<file path="config.mk">
export PLATFORM = sky130hd
export DESIGN_NAME = alu_seq_flat
export DESIGN_NICKNAME = d
export VERILOG_FILES = /design/src/rtl/alu_seq_if.sv /design/src/rtl/alu_seq.sv /design/src/flat_wrapper.sv
export SDC_FILE = /design/constraint.sdc
export NUM_CORES = 1
export LEC_CHECK = 0
export CORE_ASPECT_RATIO = 2
export CORE_MARGIN = 8
export CORE_UTILIZATION = 66
export DETAILED_ROUTE_END_ITERATION = 8
export DONT_BUFFER_PORTS = 1
export GPL_TIMING_DRIVEN = 0
export PLACE_DENSITY_LB_ADDON = 0.25
export SYNTH_ARGS = -nofsm -noshare
export SYNTH_HDL_FRONTEND = slang
export SYNTH_SLANG_ARGS = --single-unit
</file>
<file path="constraint.sdc">
create_clock -name clock -period 2.85 [get_ports clock]
set_input_delay 0.4275 -clock clock [delete_from_list [all_inputs] [get_ports clock]]
set_output_delay 0.4275 -clock clock [all_outputs]
set_load 0.01 [all_outputs]
</file>
<file path="src/rtl/alu_seq_if.sv">
// Bundle of the alu_seq host bus, operand beats and external-ALU signals.
//   master : host/ALU side (drives start, op, operand beats, ALU result/flags)
//   slave  : alu_seq side (drives bus_ready, operands, ALU controls, status)
// Clock and reset are kept out of the bundle and wired as plain ports.
interface alu_seq_if #(
  parameter int DATA_W = 16
);
  logic              start;
  logic [3:0]        op;
  logic [DATA_W-1:0] bus_in;
  logic              bus_valid;
  logic              bus_ready;
  logic [DATA_W-1:0] a_out;
  logic [DATA_W-1:0] b_out;
  logic [4:0]        f;
  logic              csel;
  logic              ucin;
  logic              srcin;
  logic              notALUOE;
  logic              notShiftOE;
  logic [DATA_W-1:0] alu_y;
  logic              alu_cout;
  logic              alu_zout;
  logic [DATA_W-1:0] result;
  logic              carry_flag;
  logic              zero_flag;
  logic              busy;
  logic              done;
  logic              err;

  modport master (
    output start, op, bus_in, bus_valid, alu_y, alu_cout, alu_zout,
    input  bus_ready, a_out, b_out, f, csel, ucin, srcin, notALUOE, notShiftOE,
           result, carry_flag, zero_flag, busy, done, err
  );

  modport slave (
    input  start, op, bus_in, bus_valid, alu_y, alu_cout, alu_zout,
    output bus_ready, a_out, b_out, f, csel, ucin, srcin, notALUOE, notShiftOE,
           result, carry_flag, zero_flag, busy, done, err
  );
endinterface

</file>
<file path="src/rtl/alu_seq.sv">
// alu_seq: sequencer for an external 16-bit ALU / shifter.
// Accepts an operation code, collects one or two operand beats from the bus,
// drives the ALU function/carry controls and output enables for a single
// execute cycle, captures result and flags, then pulses done.
// Ports:
//   clock  : rising-edge clock
//   reset  : synchronous, active-high reset (priority over everything)
//   bus    : alu_seq_if.slave -- start/op request, operand beats
//            (bus_in/bus_valid/bus_ready), operand registers a_out/b_out,
//            ALU controls f/csel/ucin/srcin/notALUOE/notShiftOE, ALU inputs
//            alu_y/alu_cout/alu_zout, and result/carry_flag/zero_flag/
//            busy/done/err status.
module alu_seq #(
  parameter int DATA_W = 16
) (
  input  logic      clock,
  input  logic      reset,
  alu_seq_if.slave  bus
);

  typedef enum logic [2:0] {
    IDLE  = 3'd0,
    GET_A = 3'd1,
    GET_B = 3'd2,
    EXEC  = 3'd3,
    DONE  = 3'd4
  } state_t;

  localparam logic [3:0] OP_ADD = 4'd0;
  localparam logic [3:0] OP_SUB = 4'd1;
  localparam logic [3:0] OP_ADC = 4'd2;
  localparam logic [3:0] OP_SBC = 4'd3;
  localparam logic [3:0] OP_AND = 4'd4;
  localparam logic [3:0] OP_OR  = 4'd5;
  localparam logic [3:0] OP_XOR = 4'd6;
  localparam logic [3:0] OP_SHL = 4'd7;
  localparam logic [3:0] OP_SHR = 4'd8;

  typedef struct packed {
    logic [4:0] f;
    logic       csel;
    logic       ucin;
    logic       n_alu_oe;
    logic       n_shift_oe;
  } ctrl_t;

  // Controls held whenever the ALU is not executing: nothing enabled.
  localparam ctrl_t CTRL_IDLE = '{f: 5'b00000, csel: 1'b0, ucin: 1'b0,
                                  n_alu_oe: 1'b1, n_shift_oe: 1'b1};

  // ALU/shifter control word for an operation during its execute cycle.
  // ADC/SBC take carry-in from srcin (csel=1); SUB forces carry-in 1.
  function automatic ctrl_t exec_ctrl(input logic [3:0] op);
    ctrl_t c;
    c = '{f: 5'b00000, csel: 1'b0, ucin: 1'b0, n_alu_oe: 1'b0, n_shift_oe: 1'b1};
    case (op)
      OP_ADD:  c.f = 5'b10010;
      OP_SUB:  begin c.f = 5'b01100; c.ucin = 1'b1; end
      OP_ADC:  begin c.f = 5'b10010; c.csel = 1'b1; end
      OP_SBC:  begin c.f = 5'b01100; c.csel = 1'b1; end
      OP_AND:  c.f = 5'b10111;
      OP_OR:   c.f = 5'b11101;
      OP_XOR:  c.f = 5'b01101;
      OP_SHL:  begin c.f = 5'b00001; c.n_alu_oe = 1'b1; c.n_shift_oe = 1'b0; end
      OP_SHR:  begin c.f = 5'b00010; c.n_alu_oe = 1'b1; c.n_shift_oe = 1'b0; end
      default: c = CTRL_IDLE;
    endcase
    return c;
  endfunction

  function automatic logic op_legal(input logic [3:0] op);
    return (op <= OP_SHR);
  endfunction

  function automatic logic op_shift(input logic [3:0] op);
    return (op == OP_SHL) || (op == OP_SHR);
  endfunction

  // Carry-chained ops accumulate zero across words of a multiword operation.
  function automatic logic op_chain(input logic [3:0] op);
    return (op == OP_ADC) || (op == OP_SBC);
  endfunction

  state_t            state;
  logic [3:0]        op_r;
  logic [DATA_W-1:0] a_r;
  logic [DATA_W-1:0] b_r;
  logic [DATA_W-1:0] result_r;
  logic              carry_r;
  logic              zero_r;
  logic              busy_r;
  logic              done_r;
  logic              err_r;
  logic              ready_r;
  ctrl_t             ctrl_r;

  // All outputs are registered; each transition also sets the outputs
  // belonging to the state being entered.
  always_ff @(posedge clock) begin
    if (reset) begin
      state    <= IDLE;
      op_r     <= OP_ADD;
      a_r      <= '0;
      b_r      <= '0;
      result_r <= '0;
      carry_r  <= 1'b0;
      zero_r   <= 1'b0;
      busy_r   <= 1'b0;
      done_r   <= 1'b0;
      err_r    <= 1'b0;
      ready_r  <= 1'b0;
      ctrl_r   <= CTRL_IDLE;
    end else begin
      done_r <= 1'b0;
      err_r  <= 1'b0;
      case (state)
        IDLE: begin
          if (bus.start) begin
            if (op_legal(bus.op)) begin
              op_r    <= bus.op;
              state   <= GET_A;
              busy_r  <= 1'b1;
              ready_r <= 1'b1;
            end else begin
              err_r <= 1'b1;
            end
          end
        end
        GET_A: begin
          if (bus.bus_valid) begin
            a_r <= bus.bus_in;
            if (op_shift(op_r)) begin
              state   <= EXEC;
              ready_r <= 1'b0;
              ctrl_r  <= exec_ctrl(op_r);
            end else begin
              state <= GET_B;
            end
          end
        end
        GET_B: begin
          if (bus.bus_valid) begin
            b_r     <= bus.bus_in;
            state   <= EXEC;
            ready_r <= 1'b0;
            ctrl_r  <= exec_ctrl(op_r);
          end
        end
        EXEC: begin
          result_r <= bus.alu_y;
          carry_r  <= bus.alu_cout;
          zero_r   <= op_chain(op_r) ? (bus.alu_zout & zero_r) : bus.alu_zout;
          ctrl_r   <= CTRL_IDLE;
          done_r   <= 1'b1;
          state    <= DONE;
        end
        DONE: begin
          state  <= IDLE;
          busy_r <= 1'b0;
        end
        default: begin
          state   <= IDLE;
          busy_r  <= 1'b0;
          ready_r <= 1'b0;
          ctrl_r  <= CTRL_IDLE;
        end
      endcase
    end
  end

  assign bus.bus_ready  = ready_r;
  assign bus.a_out      = a_r;
  assign bus.b_out      = b_r;
  assign bus.f          = ctrl_r.f;
  assign bus.csel       = ctrl_r.csel;
  assign bus.ucin       = ctrl_r.ucin;
  assign bus.notALUOE   = ctrl_r.n_alu_oe;
  assign bus.notShiftOE = ctrl_r.n_shift_oe;
  assign bus.srcin      = carry_r;
  assign bus.result     = result_r;
  assign bus.carry_flag = carry_r;
  assign bus.zero_flag  = zero_r;
  assign bus.busy       = busy_r;
  assign bus.done       = done_r;
  assign bus.err        = err_r;

endmodule
</file>
<file path="src/flat_wrapper.sv">
// flat-port wrapper written by rule: the top's interface ports become plain ports
module alu_seq_flat 
#(
  parameter int DATA_W = 16
)
  (clock, reset, bus_start, bus_op, bus_bus_in, bus_bus_valid, bus_alu_y, bus_alu_cout, bus_alu_zout, bus_bus_ready, bus_a_out, bus_b_out, bus_f, bus_csel, bus_ucin, bus_srcin, bus_notALUOE, bus_notShiftOE, bus_result, bus_carry_flag, bus_zero_flag, bus_busy, bus_done, bus_err);
  alu_seq_if #(.DATA_W(DATA_W)) bus_i ();
  input  logic clock;
  input  logic reset;
  input wire logic [$bits(bus_i.start)-1:0] bus_start;
  input wire logic [$bits(bus_i.op)-1:0] bus_op;
  input wire logic [$bits(bus_i.bus_in)-1:0] bus_bus_in;
  input wire logic [$bits(bus_i.bus_valid)-1:0] bus_bus_valid;
  input wire logic [$bits(bus_i.alu_y)-1:0] bus_alu_y;
  input wire logic [$bits(bus_i.alu_cout)-1:0] bus_alu_cout;
  input wire logic [$bits(bus_i.alu_zout)-1:0] bus_alu_zout;
  output wire logic [$bits(bus_i.bus_ready)-1:0] bus_bus_ready;
  output wire logic [$bits(bus_i.a_out)-1:0] bus_a_out;
  output wire logic [$bits(bus_i.b_out)-1:0] bus_b_out;
  output wire logic [$bits(bus_i.f)-1:0] bus_f;
  output wire logic [$bits(bus_i.csel)-1:0] bus_csel;
  output wire logic [$bits(bus_i.ucin)-1:0] bus_ucin;
  output wire logic [$bits(bus_i.srcin)-1:0] bus_srcin;
  output wire logic [$bits(bus_i.notALUOE)-1:0] bus_notALUOE;
  output wire logic [$bits(bus_i.notShiftOE)-1:0] bus_notShiftOE;
  output wire logic [$bits(bus_i.result)-1:0] bus_result;
  output wire logic [$bits(bus_i.carry_flag)-1:0] bus_carry_flag;
  output wire logic [$bits(bus_i.zero_flag)-1:0] bus_zero_flag;
  output wire logic [$bits(bus_i.busy)-1:0] bus_busy;
  output wire logic [$bits(bus_i.done)-1:0] bus_done;
  output wire logic [$bits(bus_i.err)-1:0] bus_err;
  assign bus_i.start = bus_start;
  assign bus_i.op = bus_op;
  assign bus_i.bus_in = bus_bus_in;
  assign bus_i.bus_valid = bus_bus_valid;
  assign bus_i.alu_y = bus_alu_y;
  assign bus_i.alu_cout = bus_alu_cout;
  assign bus_i.alu_zout = bus_alu_zout;
  assign bus_bus_ready = bus_i.bus_ready;
  assign bus_a_out = bus_i.a_out;
  assign bus_b_out = bus_i.b_out;
  assign bus_f = bus_i.f;
  assign bus_csel = bus_i.csel;
  assign bus_ucin = bus_i.ucin;
  assign bus_srcin = bus_i.srcin;
  assign bus_notALUOE = bus_i.notALUOE;
  assign bus_notShiftOE = bus_i.notShiftOE;
  assign bus_result = bus_i.result;
  assign bus_carry_flag = bus_i.carry_flag;
  assign bus_zero_flag = bus_i.zero_flag;
  assign bus_busy = bus_i.busy;
  assign bus_done = bus_i.done;
  assign bus_err = bus_i.err;
  alu_seq #(.DATA_W(DATA_W)) u_core (.clock(clock), .reset(reset), .bus(bus_i));
endmodule
</file>
Yosys cells after proc, flatten, opt, wreduce, memory -nomap -nowiden
Index checks and enable logic that the tools add are counted.
Storage, ports and cells
  flip-flop bits (word level): 70
  output and inout bits: 64
  logic and storage cells: 84
Operators by class
  order comparisons: 1
  equality and inequality tests: 17
  muxes and demuxes: 24
  bitwise logic cells: 6
  reductions and logical operators: 20
Operator list (number)
  $pmux W5 S7: 1
  $mux W9: 3
  $pmux W9 S3: 1
  $eq A4 B3 Y1 const B: 4
  $mux W3: 4
  $pmux W3 S4: 1
  $reduce_or A2 Y1: 6
  $mux W1: 11
  $eq A4 B2 Y1 const B: 2
  $reduce_and A4 Y1: 2
  $reduce_or A7 Y1: 1
  $eq A3 B2 Y1 const B: 2
  $ne A2 B2 Y1 const B: 3
  $reduce_and A3 Y1: 2
  $reduce_and A6 Y1: 1
  $reduce_or A3 Y1: 2
  $not A1 Y1: 5
  $eq A4 B1 Y1 const B: 1
  $eq A4 B4 Y1 const B: 1
  $le A4 B4 Y1 const B: 1
  $logic_not A4 Y1: 1
  $ne A2 B1 Y1 const B: 2
  $pmux W1 S4: 1
  $pmux W2 S2: 1
  other kinds (7): 9

Longest topological paths before layout
  depth after elaboration: 6
  mapped depth: 7
  depth with buffers taken out: 4

Least setup slack after synthesis
No wires, ideal clock.
  kind: reg2reg
  start point: register u_core.op_r[0]
  end point: register u_core.ctrl_r, in the netlist u_core.bus.f[1]
  library setup time: 121 ps
  arrival time: 1484 ps
  path slack: 1245 ps
  cell stages (with the launch flop): 7
  buffers on the path: 2
  cells stage by stage: dfxtp_1 > buf_6 > nor4b_4 > a31oi_2 > a211o_1 > buf_6 > mux2_4
On the way
  longest elaborated chain between the ends: 6
  elaborated cells on any way between the ends: 19
Ends and longest elaborated chain
  start: declaration: line alu_seq.sv:85  | logic [3:0] op_r;
  start signal: assignment: line alu_seq.sv:120  | op_r <= bus.op;
  $eq A4 B1 Y1, or another cell as far along: line alu_seq.sv:56  | case (op)
  $reduce_or A2 Y1 (no source line)
  $pmux W5 S7: line alu_seq.sv:56
  $mux W9: line alu_seq.sv:132  | if (op_shift(op_r)) begin
  $mux W9: line alu_seq.sv:130  | if (bus.bus_valid) begin
  $pmux W9 S3: line alu_seq.sv:116  | case (state)
  end signal: assignment: line alu_seq.sv:135  | ctrl_r <= exec_ctrl(op_r);
  end signal: assignment: line alu_seq.sv:146  | ctrl_r <= exec_ctrl(op_r);
  end: declaration: line alu_seq.sv:95  | ctrl_t ctrl_r;
Several ways; a longest one is shown, not always the timed one. The select of a mux whose other input is x is not followed.
A chain may end at the register's enable or synchronous reset.

Worst setup path after layout
  start point: register u_core.state[0]
  end point: register u_core.b_r[14] (netlist: u_core.bus.b_out[14])
On the way
  longest elaborated chain between the ends: 2
Ends and longest elaborated chain
  start: declaration: line alu_seq.sv:84  | state_t state;
  start signal: assignment: line alu_seq.sv:101  | state <= IDLE;
  start signal: assignment: line alu_seq.sv:121  | state <= GET_A;
  start signal: assignment: line alu_seq.sv:133  | state <= EXEC;
  $eq A3 B2 Y1: line alu_seq.sv:116
  $reduce_and A2 Y1 (no source line)
  end signal: assignment: line alu_seq.sv:143  | b_r <= bus.bus_in;
  end: declaration: line alu_seq.sv:87  | logic [DATA_W-1:0] b_r;
No other way between the ends.

==> qor.yml <==
period_share_pct: 60.6
htreeDepth: 3
clkPwrFrac_pct: 43.2
crit_arrival_ns: 1.94
clock_skew_ns: 0.00554
synthMuxAreaShare_pct: 4.65
ir_drop_mv: 0.648
yosysTopAreaCellShare_pct: 52.1
synth_edf_count: 0
power_switching_mw: 0.464
crit_family: "simple AND/OR/NAND/NOR gates"
grt.total_usage_pct: 20.3
dp_cells: 376
numCtsBuffers: 9
synthArstFlopShare_pct: 0
max_freq_mhz: 579
cts_sinks: 70
diodes: 0
firstDrtPassIters: 5
setup_tns_ns: 0
synth_flop_cell: "dfxtp_1"
startpoint: "u_core.state[0]"
grt_pass1_vias: 2152
synth_nets: 366
layoutNonFillerInstCount: 392
cp.buffers_inverters: 3
min_path_type: "in -> reg"
drive_above_1_share_pct: 9.71
cts_buffer_depth: 2
finalMaxSlewViolations: 0
cts-root-buf: "clkbuf_8"
reg2reg_from: "u_core.state[0]"
grt_max_degree: 13
final_area_um2: 2980
cp_max_fo: 10
initial_core_util_pct: 67.2
placed_area_um2: 2760
power_frac_seq_pct: 50.7
finalHoldViolCount: 0
final.min_clock_period_ns: 1.73
ctsHoldBuffers: 0
rsz0062_at_grt: "no"
io_buffers: 0
required_ns: 3.06
cpMostUsedCell: "buf_2"
die_x_um: 61.2
io_pins: 106
grt_pass1_wl_mm: 10.0
place.gp.congestion: 0.922
maxCapViolCount: 0
start_kind: "flip-flop"
cp-end-kind: "flip-flop"
cts_tree: "done"
die_h_um: 106
total_power_mw: 2.02
yosys.area_share.adder_pct: 0.372
remaining_drc_errors: 0
crit_slowest_cell: "or3b_1"
status: "complete, no violations"
num_vias: 2191
drtAntennaViolNets: 0
crit_type: "reg -> reg"
ys_seq_elements: 70
min_from: "bus_bus_in[15]"
grt-ovfl-total: 0
wire_per_inst_um: 16.5
p_leak_nw: 1.08
power_frac_comb_pct: 6.1
post_synth.cell_area_avg_um2: 8.31
synthSimpleGateAreaFrac_pct: 24.6
die-area_um2: 6500
finish.utilization_pct: 74.4
dp_hpwl_mm: 4.94
synthCells: 324
initialDrtViolationCount: 105
insertion_delay_ns: 0.34
synth_compound_area_share_pct: 12.9
worst_slew_pin_slew_ns: 0.521
ys_seq_area_share_pct: 52.1
antenna_found_initial: 0
relSlewSlack_pct: 65.1
clk_pin_slew_ns: 0.08
critical_path.max_stage_delay_ns: 0.37
core_area_um2: 4010
cp_cell_sequence: "buf_2 > nand2b_1 > or3b_1 > clkbuf_1 > buf_2 > nand2_1 > a21oi_1"
swShare_pct: 22.9
power.density_nw_per_um2: 680
area_growth_pct: 10.7
yosys.area.top_type: "dfxtp_1"
rows: 33
power.internal_mw: 1.56
synth_top_family_by_area: "simple AND/OR/NAND/NOR gates"
ys_top_cells_by_area: "dfxtp_1, nand2_1, a21oi_1"
ys_warn_count: 0
final-setup-viol-count: 0
synth.distinct_cells: 36
viasPerCell: 5.59
cts_resized: 0
cts_setup_buffers: 0
synth_area_um2: 2690
wirelength_mm: 6.47
layout.nets: 377
synthXorXnorAreaFrac_pct: 0.651
==> placed cells by master (no fill, tap or decap), types with 2 or more instances in the layout <==
cell type   instances
clkinvlp_4          2
clkbuf_1           12
o21ai_0             2
clkinv_2            2
nand3b_1            2
nor2b_1             2
buf_4               2
buf_6               3
nand2_1           105
mux2i_1            11
buf_2               6
nand3_1             3
bufinv_16           2
xnor2_1             2
clkbuf_8           10
nor3_1              2
nor2_1             18
nand2b_1            9
dfxtp_1            70
a21oi_1            55
==> per-stage QoR <==
step	hold slack, ns	setup WS, ns
floorplan	0.481	1.24
global route	0.213	1.00
global placement	0.494	1.11
CTS	0.205	1.14
detailed placement	0.500	1.05
finish	0.212	1.12
==> state kept, by name, indices dropped and copies added, names as in the netlist <==
signal and cells:
u_core.bus.a_out 16, u_core.bus.b_out 16, u_core.bus.result 16, u_core.bus.f 5, u_core.op_r 4, u_core.state 3
u_core.bus.bus_ready 1, u_core.bus.busy 1, u_core.bus.carry_flag 1, u_core.bus.csel 1, u_core.bus.done 1, u_core.bus.err 1
u_core.bus.notALUOE 1, u_core.bus.notShiftOE 1, u_core.bus.ucin 1, u_core.bus.zero_flag 1
==> cells in the mapped netlist, types with 2 or more instances <==
library cell and instances:
o21ai_0 2, nand3_1 3, a21oi_1 55, nor2b_1 2, buf_2 6, nand3b_1 2, nor3_1 2, buf_4 2
buf_6 3, dfxtp_1 70, xnor2_1 2, nand2b_1 9, nand2_1 105, mux2i_1 11, nor2_1 18, clkbuf_1 12
==> routing by layer <==
layer  track usage [%]  vias to the layer above  routed length (µm)
met5                 0                        -                   0
met1              20.5                     1002                2280
met2              33.0                       99                3280
met3              10.5                       12                 803
met4              9.41                        0                 112
li1                  -                     1078                   -
==> power groups by stage <==
stage                     logic (mW)  clock network [mW]  registers, mW
after floorplan               0.0987                   0           1.04
after detailed placement       0.122                   0           1.05
after CTS                      0.122               0.884           1.03
final                          0.123               0.876           1.03
after global placement         0.117                   0           1.05
after global routing           0.139               0.915           1.03
==> cells by family after synthesis <==
family | Yosys count
fa+ha+maj | 1
flops | 70
buf+inv | 24
compound gates | 64
simple gates | 151
xor+xnor | 2
mux | 12
==> final timing paths <==
kind | to | slack (ns) | cells past startpoint
setup / recovery | u_core.bus.b_out[14] | 1.12 | 7
hold / removal | u_core.bus.b_out[15] | 0.21 | 2
setup reg to reg | u_core.bus.b_out[14] | 1.12 | 7
hold reg to reg | u_core.bus.a_out[13] | 0.51 | 2
==> cell type report <==
type,instances,area [µm²]
buffer,23,124
clock buffer,10,138
clock inverter,6,85.1
fill,315,1030
inverter,1,3.75
multi-input combinational,230,1160
sequential,70,1400
tap,52,65.1
(Power assumes the default switching activity.)
